===== src/rtl/borrow_skip_subtractor_pkg.sv =====
// rtl/borrow_skip_subtractor_pkg.sv - shared constants, FSM state type and block-count helper
package borrow_skip_subtractor_pkg;

    localparam int BLK_W = 4;

    typedef enum logic [1:0] {
        ST_IDLE = 2'd0,
        ST_RUN  = 2'd1,
        ST_DONE = 2'd2
    } bss_state_t;

    function automatic int calc_blocks(input int width);
        return width / BLK_W;
    endfunction

endpackage


===== src/rtl/borrow_skip_block.sv =====
// rtl/borrow_skip_block.sv - combinational 4-bit ripple-borrow slice with borrow-skip bypass
module borrow_skip_block
    import borrow_skip_subtractor_pkg::*;
(
    input  logic [BLK_W-1:0] a4,
    input  logic [BLK_W-1:0] b4,
    input  logic             bw_in,
    output logic [BLK_W-1:0] d4,
    output logic             bw_out
);

    logic [BLK_W-1:0] p;
    logic [BLK_W-1:0] g;
    logic [BLK_W:0]   bw;

    assign p     = ~(a4 ^ b4);
    assign g     = ~a4 & b4;
    assign bw[0] = bw_in;

    for (genvar i = 0; i < BLK_W; i++) begin : g_bit
        assign d4[i]   = a4[i] ^ b4[i] ^ bw[i];
        assign bw[i+1] = g[i] | (p[i] & bw[i]);
    end

    // When all bit pairs match the borrow-in propagates unchanged, so bypass the ripple.
    assign bw_out = (&p & bw_in) | bw[BLK_W];

endmodule


===== src/rtl/borrow_skip_subtractor.sv =====
// rtl/borrow_skip_subtractor.sv - multi-cycle a-b-bin subtractor, one 4-bit block per clock; BSS_OVERFLOW_EN adds overflow
module borrow_skip_subtractor
    import borrow_skip_subtractor_pkg::*;
#(
    parameter int WIDTH = 16
) (
    input  logic             clk,
    input  logic             rst_n,
    input  logic             in_valid,
    output logic             in_ready,
    input  logic [WIDTH-1:0] a,
    input  logic [WIDTH-1:0] b,
    input  logic             bin,
    output logic             out_valid,
    input  logic             out_ready,
`ifdef BSS_OVERFLOW_EN
    output logic             overflow,
`endif
    output logic [WIDTH-1:0] diff,
    output logic             bout
);

    localparam int BLOCKS = calc_blocks(WIDTH);
    localparam int IDX_W  = $clog2(BLOCKS + 1);

    bss_state_t       state;
    bss_state_t       state_nxt;
    logic [WIDTH-1:0] a_r;
    logic [WIDTH-1:0] b_r;
    logic             bw_r;
    logic [IDX_W-1:0] blk_idx;
    logic             last_blk;
    logic [BLK_W-1:0] blk_a;
    logic [BLK_W-1:0] blk_b;
    logic [BLK_W-1:0] blk_d;
    logic             blk_bw_out;

    assign last_blk  = (blk_idx == IDX_W'(BLOCKS - 1));
    assign in_ready  = (state == ST_IDLE);
    assign out_valid = (state == ST_DONE);

    always_comb begin
        blk_a = '0;
        blk_b = '0;
        for (int i = 0; i < BLOCKS; i++) begin
            if (blk_idx == IDX_W'(i)) begin
                blk_a = a_r[i*BLK_W +: BLK_W];
                blk_b = b_r[i*BLK_W +: BLK_W];
            end
        end
    end

    borrow_skip_block u_blk (
        .a4     (blk_a),
        .b4     (blk_b),
        .bw_in  (bw_r),
        .d4     (blk_d),
        .bw_out (blk_bw_out)
    );

    always_ff @(posedge clk or negedge rst_n) begin
        if (!rst_n) begin
            state <= ST_IDLE;
        end else begin
            state <= state_nxt;
        end
    end

    always_comb begin
        state_nxt = state;
        case (state)
            ST_IDLE: if (in_valid)  state_nxt = ST_RUN;
            ST_RUN:  if (last_blk)  state_nxt = ST_DONE;
            ST_DONE: if (out_ready) state_nxt = ST_IDLE;
            default:                state_nxt = ST_IDLE;
        endcase
    end

    always_ff @(posedge clk or negedge rst_n) begin
        if (!rst_n) begin
            a_r      <= '0;
            b_r      <= '0;
            bw_r     <= 1'b0;
            blk_idx  <= '0;
            diff     <= '0;
            bout     <= 1'b0;
`ifdef BSS_OVERFLOW_EN
            overflow <= 1'b0;
`endif
        end else begin
            case (state)
                ST_IDLE: begin
                    if (in_valid) begin
                        a_r     <= a;
                        b_r     <= b;
                        bw_r    <= bin;
                        blk_idx <= '0;
                        diff    <= '0;
                    end
                end
                ST_RUN: begin
                    diff[int'(blk_idx)*BLK_W +: BLK_W] <= blk_d;
                    bw_r    <= blk_bw_out;
                    blk_idx <= blk_idx + IDX_W'(1);
                    if (last_blk) begin
                        bout     <= blk_bw_out;
`ifdef BSS_OVERFLOW_EN
                        // The top diff bit is produced by this final block, so use blk_d directly.
                        overflow <= (a_r[WIDTH-1] ^ b_r[WIDTH-1]) & (a_r[WIDTH-1] ^ blk_d[BLK_W-1]);
`endif
                    end
                end
                default: ;
            endcase
        end
    end

endmodule


===== config.mk =====
export PLATFORM = sky130hd
export DESIGN_NAME = borrow_skip_subtractor
export DESIGN_NICKNAME = d
export VERILOG_FILES = /design/src/rtl/borrow_skip_subtractor_pkg.sv /design/src/rtl/borrow_skip_block.sv /design/src/rtl/borrow_skip_subtractor.sv
export SDC_FILE = /design/constraint.sdc
export NUM_CORES = 1
export LEC_CHECK = 0
export BUFFER_PORTS_ARGS = -buffer_cell sky130_fd_sc_hd__buf_4
export CORE_MARGIN = 1
export CORE_UTILIZATION = 35
export CTS_CLUSTER_DIAMETER = 50
export DETAILED_ROUTE_END_ITERATION = 10
export GPL_ROUTABILITY_DRIVEN = 0
export SLEW_MARGIN = 20
export SYNTH_ARGS = -nofsm -noshare
export SYNTH_HDL_FRONTEND = slang
export SYNTH_HIERARCHICAL = 1
export SYNTH_SLANG_ARGS = --single-unit

===== constraint.sdc =====
create_clock -name clk -period 11.3 [get_ports clk]
set_clock_uncertainty 0.2 [all_clocks]
set_input_delay 2.26 -clock clk [delete_from_list [all_inputs] [get_ports clk]]
set_output_delay 2.26 -clock clk [all_outputs]
set_load 0.05 [all_outputs]

; After elaboration in Yosys (flattened, before gate mapping)
; Index checks and enable logic that the tools add are counted.
[totals]
out_inout_bits = 19
latch_bits = 0
rom_bits = 0
mem_count = 0
word_cells = 68
ff_bits = 55
ramBits = 0
in_bits = 37
[op_classes]
div_mod_pow = 0
n_reduce_logical = 8
n_addsub = 2
mux = 19
magnitude_cmp = 0
n_shift = 2
multipliers = 0
n_eq_ne = 8
bitwise = 22
[ops]
columns = operator, n
row1 = negator 5 -> 33 bit, 1
row2 = variable shift 4 x 33 -> 16 bit (first input constant), 1
row3 = variable part select 4 x 33 -> 16 bit, 1
row4 = 2-to-1 mux 4 bit, 8
row5 = case mux 16 bit (2 select lines), 1
row6 = bitwise mux 16 bit, 1
row7 = 2-to-1 mux 16 bit, 1
row8 = inverter 4 bit, 2
row9 = bitwise XOR 1 bit, 8
row10 = equality test 3 x 2 -> 1 bit (second input constant), 2
row11 = 2-to-1 mux 2 bit, 3
row12 = case mux 2 bit (3 select lines), 1
row13 = case mux 3 bit (2 select lines), 1
row14 = AND reduction 2 bit, 3
row15 = AND 1 bit, 5
row16 = bitwise OR 1 bit, 5
row17 = AND 4 bit, 1
row18 = != test 2 bit (second input constant), 2
row19 = AND reduction 4 bit, 1
row20 = bitwise XOR 4 bit, 1
row21 = adder 3 x 1 -> 3 bit (second input constant), 1
row22 = equality test 3 x 1 -> 1 bit (second input constant), 1
row23 = zero test 3 bit, 1
row24 = 2-to-1 mux 3 bit, 1
row25 = other kinds (8), 8

; Longest topological paths before layout
[depth]
ltp_word = 17
ltp_mapped = 16
depth_no_buf = 16

; Modules after synthesis
; Netlist, hierarchy kept.
[by_module_without_submodules]
columns = mod, n_inst, cells_each, seq_area_each_um2, area_each_um2
row1 = borrow_skip_subtractor, 1, 274, 1376.3, 2538.7
row2 = borrow_skip_block, 1, 22, 0.0, 188.9

; Worst setup path before layout
; Ideal clock, no wire load.
[synth_timing]
path_type = register -> output
startpoint = register state[0]
endpoint = output port in_ready
path_stages_with_launch = 3
path_slack_ns = 7.621
path_buffers = 1
arrival_time_ns = 1.219
required_ns = 8.840
cell_sequence = dfrtp_1 buf_2 nor2_1
[synth_via]
elab_chain_len = 1
[synth_rtl]
columns = element, line
row1 = from (decl), borrow_skip_subtractor.sv:26  ; bss_state_t state;
row2 = from (signal assigned), borrow_skip_subtractor.sv:65  ; state <= state_nxt;
row3 = zero test 2 bit, borrow_skip_subtractor.sv:39  ; assign in_ready = (state == ST_IDLE);
row4 = to (decl), borrow_skip_subtractor.sv:10  ; output logic in_ready,
; Every way passes these cells.

; Worst setup path after layout
[layout_timing]
startpoint = register blk_idx[0]
endpoint = register diff[15]
[layout_via]
elab_chain_len = 17
elab_cells_between_ends = 35
classes_between = add/sub (1) / eq/ne (3) / shift (2) / mux (10) / bitwise (18) / reduce/logical (1)
[layout_rtl]
columns = element, line
row1 = from (decl), borrow_skip_subtractor.sv:31  ; logic [IDX_W-1:0] blk_idx;
row2 = from (signal assigned), borrow_skip_subtractor.sv:104  ; blk_idx <= blk_idx + IDX_W'(1);
row3 = zero test 3 bit, borrow_skip_subtractor.sv:46  ; if (blk_idx == IDX_W'(i)) begin
row4 = 2-to-1 mux 4 bit (3 in series), borrow_skip_subtractor.sv:46
row5 = 2-to-1 mux 4 bit *, borrow_skip_subtractor.sv:46
row6 = net blk_a[0], borrow_skip_subtractor.sv:33  ; logic [BLK_W-1:0] blk_a;
row7 = bitwise XOR 4 bit, borrow_skip_block.sv:16  ; assign p = ~(a4 ^ b4);
row8 = inverter 4 bit, borrow_skip_block.sv:16
row9 = AND 1 bit, borrow_skip_block.sv:22  ; assign bw[i+1] = g[i] | (p[i] & bw[i]);
row10 = bitwise OR 1 bit *, borrow_skip_block.sv:22
row11 = AND 1 bit *, borrow_skip_block.sv:22
row12 = bitwise OR 1 bit *, borrow_skip_block.sv:22
row13 = AND 1 bit *, borrow_skip_block.sv:22
row14 = bitwise OR 1 bit *, borrow_skip_block.sv:22
row15 = bitwise XOR 1 bit *, borrow_skip_block.sv:21  ; assign d4[i] = a4[i] ^ b4[i] ^ bw[i];
row16 = net blk_d[3], borrow_skip_subtractor.sv:35  ; logic [BLK_W-1:0] blk_d;
row17 = variable part select 4 x 33 -> 16 bit *, borrow_skip_subtractor.sv:102  ; diff[int'(blk_idx)*BLK_W +: BLK_W] <= blk_d;
row18 = bitwise mux 16 bit *, borrow_skip_subtractor.sv:102
row19 = case mux 16 bit (2 select lines) *, borrow_skip_subtractor.sv:91  ; case (state)
row20 = "to (signal, indexed assignment)", borrow_skip_subtractor.sv:102
row21 = to (decl), borrow_skip_subtractor.sv:19  ; output logic [WIDTH-1:0] diff,
; Mark *: on every way through the listed nets, which the timed path passes. The rest lies on a longest branch.
; A chain may end at the register's enable or synchronous reset.

==> results by group <==
Outcome
  – Outcome: completed

Routing
  – Pre-antenna DRT Iters: 4
  – WL per Instance: approximately 13 µm
  – DRT iter0 DRCs: 71
  – Vias: 2,112
  – Post-route ant nets: 0
  – Routed wire length: 5.778 mm
  – Via density: ~4.7
  – Remaining DRCs: 0

Clock network
  – CTS root buffer: clkbuf_8
  – Num CTS Buffers: 5
  – CTS Buffer Depth: 2
  – Htree depth: 2
  – CTS Sinks: 55
  – Clk_lat worst skew: 0.31 ns
  – CTS tree: built
  – CTS resizes: 0
  – Hold_buf cts: 0
  – Clock transition at path regs: ~0.090 ns
  – Setup Fix Bufs, Post-CTS: 0

STA
  – Unrepaired setup endpoints after global routing: no
  – Worst slew pin tran: 0.6802 ns
  – Final WS setup: 7.312 ns
  – Rel. slew slack: 54.65%
  – Setup tns final: 0 ns
  – F_max: between 200 and 300 MHz
  – Setup violators final: 0
  – Hold Fails Final Rpt: 0
  – Fin crit period: 3.988 ns
  – Final Max Slew Viols: 0
  – Final worst-path cycle share: 35.30%

Setup path
  – Register-to-register setup slack: around 7.3 ns
  – Critical path fanouts, max: 11
  – Crit-path leading delay family: adder cells
  – WP data arrival: between 3 and 4 ns
  – CP Buf/Inv Count: 4
  – WP depth: 13
  – CP startpoint: blk_idx[0]
  – Worst setup EP type: register
  – CP max-delay cell: dfrtp_1
  – Worst r2r src: blk_idx[0]
  – Cell count of the worst reg-to-reg path: 13
  – CP Data Required Time: 11.27 ns
  – Worst setup SP type: register
  – Critical Path End: diff[15]
  – CP Cell Sequence: inv_1 -> ha_1 -> nor2b_1 -> a22oi_1 -> o21ai_0 -> fa_1 -> inv_1 -> fa_1 -> fa_1 -> inv_1 -> fa_1 -> inv_1 -> mux2i_1
  – Critical Path Max Stage Delay: 0.47 ns
  – Critical R2R Capture: diff[15]
  – CP Class: reg -> reg

Layout
  – Layout cell share with drive strength beyond 1: 19.83%
  – Layout area overhead: 21.74%
  – Diode count: 0
  – Commonest non-fill, non-tap cell in the layout: nand2_1
  – Register Area: 1376 µm²
  – Final #Nets: 398
  – Multi-input logic area: 1226 µm²
  – Post-Layout Inst Area: 3321 µm²
  – Fill count: 739
  – Commonest cells after routing, fill and taps aside: nand2_1, buf_4, dfrtp_1

Global route
  – Initial antenna violation count: 0
  – Overflow left after global routing: 0
  – All-Layer GR Usage: 15.01%
  – First-pass GRT wire length: 9.880 mm
  – Vias in the first global route: a little over 2,000
  – Largest net degree at the start of global routing: 56

Placement
  – IO buf count: 55
  – Placed inst area: 3226 µm²
  – Pre-CTS WS: 7.324 ns
  – Dpl hpwl: ~4.3 mm

Yosys
  – Synth Flop Type: dfrtp_1
  – Syn Nets: 347
  – Cell Area, Synth: about 2700 µm²
  – Post-Syn Instances: 296
  – Number of distinct library cells after synthesis: 31
  – Post-synth top area cell: dfrtp_1
  – Top cell type's share of synthesized area: between 50% and 60%
  – Share of async-settable or async-resettable flops after synthesis: 100.0%
  – Post-synthesis sequential area ratio: 50.46%
  – Warnings, synthesis: 6
  – Top post-synthesis cells by area: dfrtp_1, nand2_1, mux2i_1, ha_1, fa_1
  – Register bit total from synthesis: 55
  – EDFF count, synth: 0
  – Syn avg cell area: between 9 and 10 µm²

Power
  – Static leakage: 1.731 nW
  – Worst IR drop on VDD: 0.09145 mV
  – PwrDens: 313.5 nW/µm²

Floorplanning
  – Ports: between 50 and 60
  – Chip width: 90.28 µm
  – Die Height: 90.28 µm
  – Die area: 8150 µm²
  – Core box area: 7408 µm²
  – Row cnt: 31
  – Starting Density: 36.82%

Min path
  – HP Class: reg -> reg

Flow run
  – Max Cap Viol: 0
power breakdown:
group	total [W]	leakage, nW	switching, W	internal (W)
registers	0.000350	0.700	0.0000655	0.000284
logic	0.000579	0.983	0.000370	0.000209
clock network	0.000112	0.0484	0.0000619	0.0000503
total	0.00104	1.73	0.000498	0.000543
logic make-up (layout without fill, tap and decap cells):
| logic type | after synthesis | count (layout) | share of synthesized area (%) |
|---|---|---|---|
| AND/OR/NAND/NOR | 144 | 144 | 22.48 |
| flip-flops | 55 | 55 | 50.46 |
| AO/OA/AOI/OAI | 34 | 34 | 8.487 |
| buffers and inverters | 32 | 84 | 4.770 |
| multiplexers | 17 | 17 | 6.284 |
| adder cells (fa/ha/maj) | 14 | 14 | 7.523 |
flip-flops by register name, summed over array words and instances, names as in the netlist:
signal	count
a_r	16
b_r	16
diff	16
blk_idx	3
state	2
bout	1
bw_r	1
layout make-up:
| type | count | share of cell area, % |
|---|---|---|
| tap | 99 | 3.730 |
| inverter | 19 | 2.148 |
| multi-input combinational | 209 | 36.93 |
| clock inverter | 1 | 0.2638 |
| clock buffer | 7 | 2.600 |
| sequential | 55 | 41.45 |
| timing repair buffer | 57 | 12.89 |
synth_stat cells, types with 2 or more instances:
cell type,n
a31oi_1,3
a22oi_1,8
fa_1,4
nand2_1,122
ha_1,10
o21bai_1,2
o21ai_0,10
dfrtp_1,55
nor2b_1,5
nand3_1,2
nand2b_1,2
nor2_1,4
a21oi_1,2
a32oi_1,7
inv_1,19
buf_2,7
clkbuf_1,5
mux2i_1,16
worst min path at each step:
stage                     cells past startpoint  startpoint       to  slack, ns
after floorplan                               2      a_r[6]   a_r[6]       0.24
after global placement                        2     a_r[10]  a_r[10]       0.27
after detailed placement                      2      b_r[1]   b_r[1]       0.27
after CTS                                     2      b_r[1]   b_r[1]       0.29
after global routing                          2     a_r[14]  a_r[14]       0.32
final                                         2      a_r[3]   a_r[3]       0.29
layer usage:
layer  global-route usage, %  vias to the layer above  wire, µm
li1                        -                     1063         -
met3                   3.030                        5       247
met1                   21.19                      994      2802
met5                       0                        -         0
met2                   23.73                       50      2694
met4                   3.629                        0        35
through the flow:
step | total power (W) | util, % | hold WS, ns | instances
after detailed placement | 0.0009384 | 43.54 | 0.2706 | 439
after CTS | 0.001053 | 44.82 | 0.2937 | 447
after global placement | 0.0009260 | 43.54 | 0.2691 | 439
after global routing | 0.001142 | 44.82 | 0.3238 | 447
after floorplan | 0.0007753 | - | 0.2380 | 296
final | 0.001041 | 44.82 | 0.2892 | 447
worst register-to-register path: stages (launching register included):
cell	delay, ns
dfrtp_1	0.47
inv_1	0.16
ha_1	0.37
nor2b_1	0.43
a22oi_1	0.11
o21ai_0	0.37
fa_1	0.24
inv_1	0.05
fa_1	0.38
fa_1	0.38
inv_1	0.08
fa_1	0.43
inv_1	0.11
mux2i_1	0.07
No activity file was read; power rests on OpenSTA's default activity.
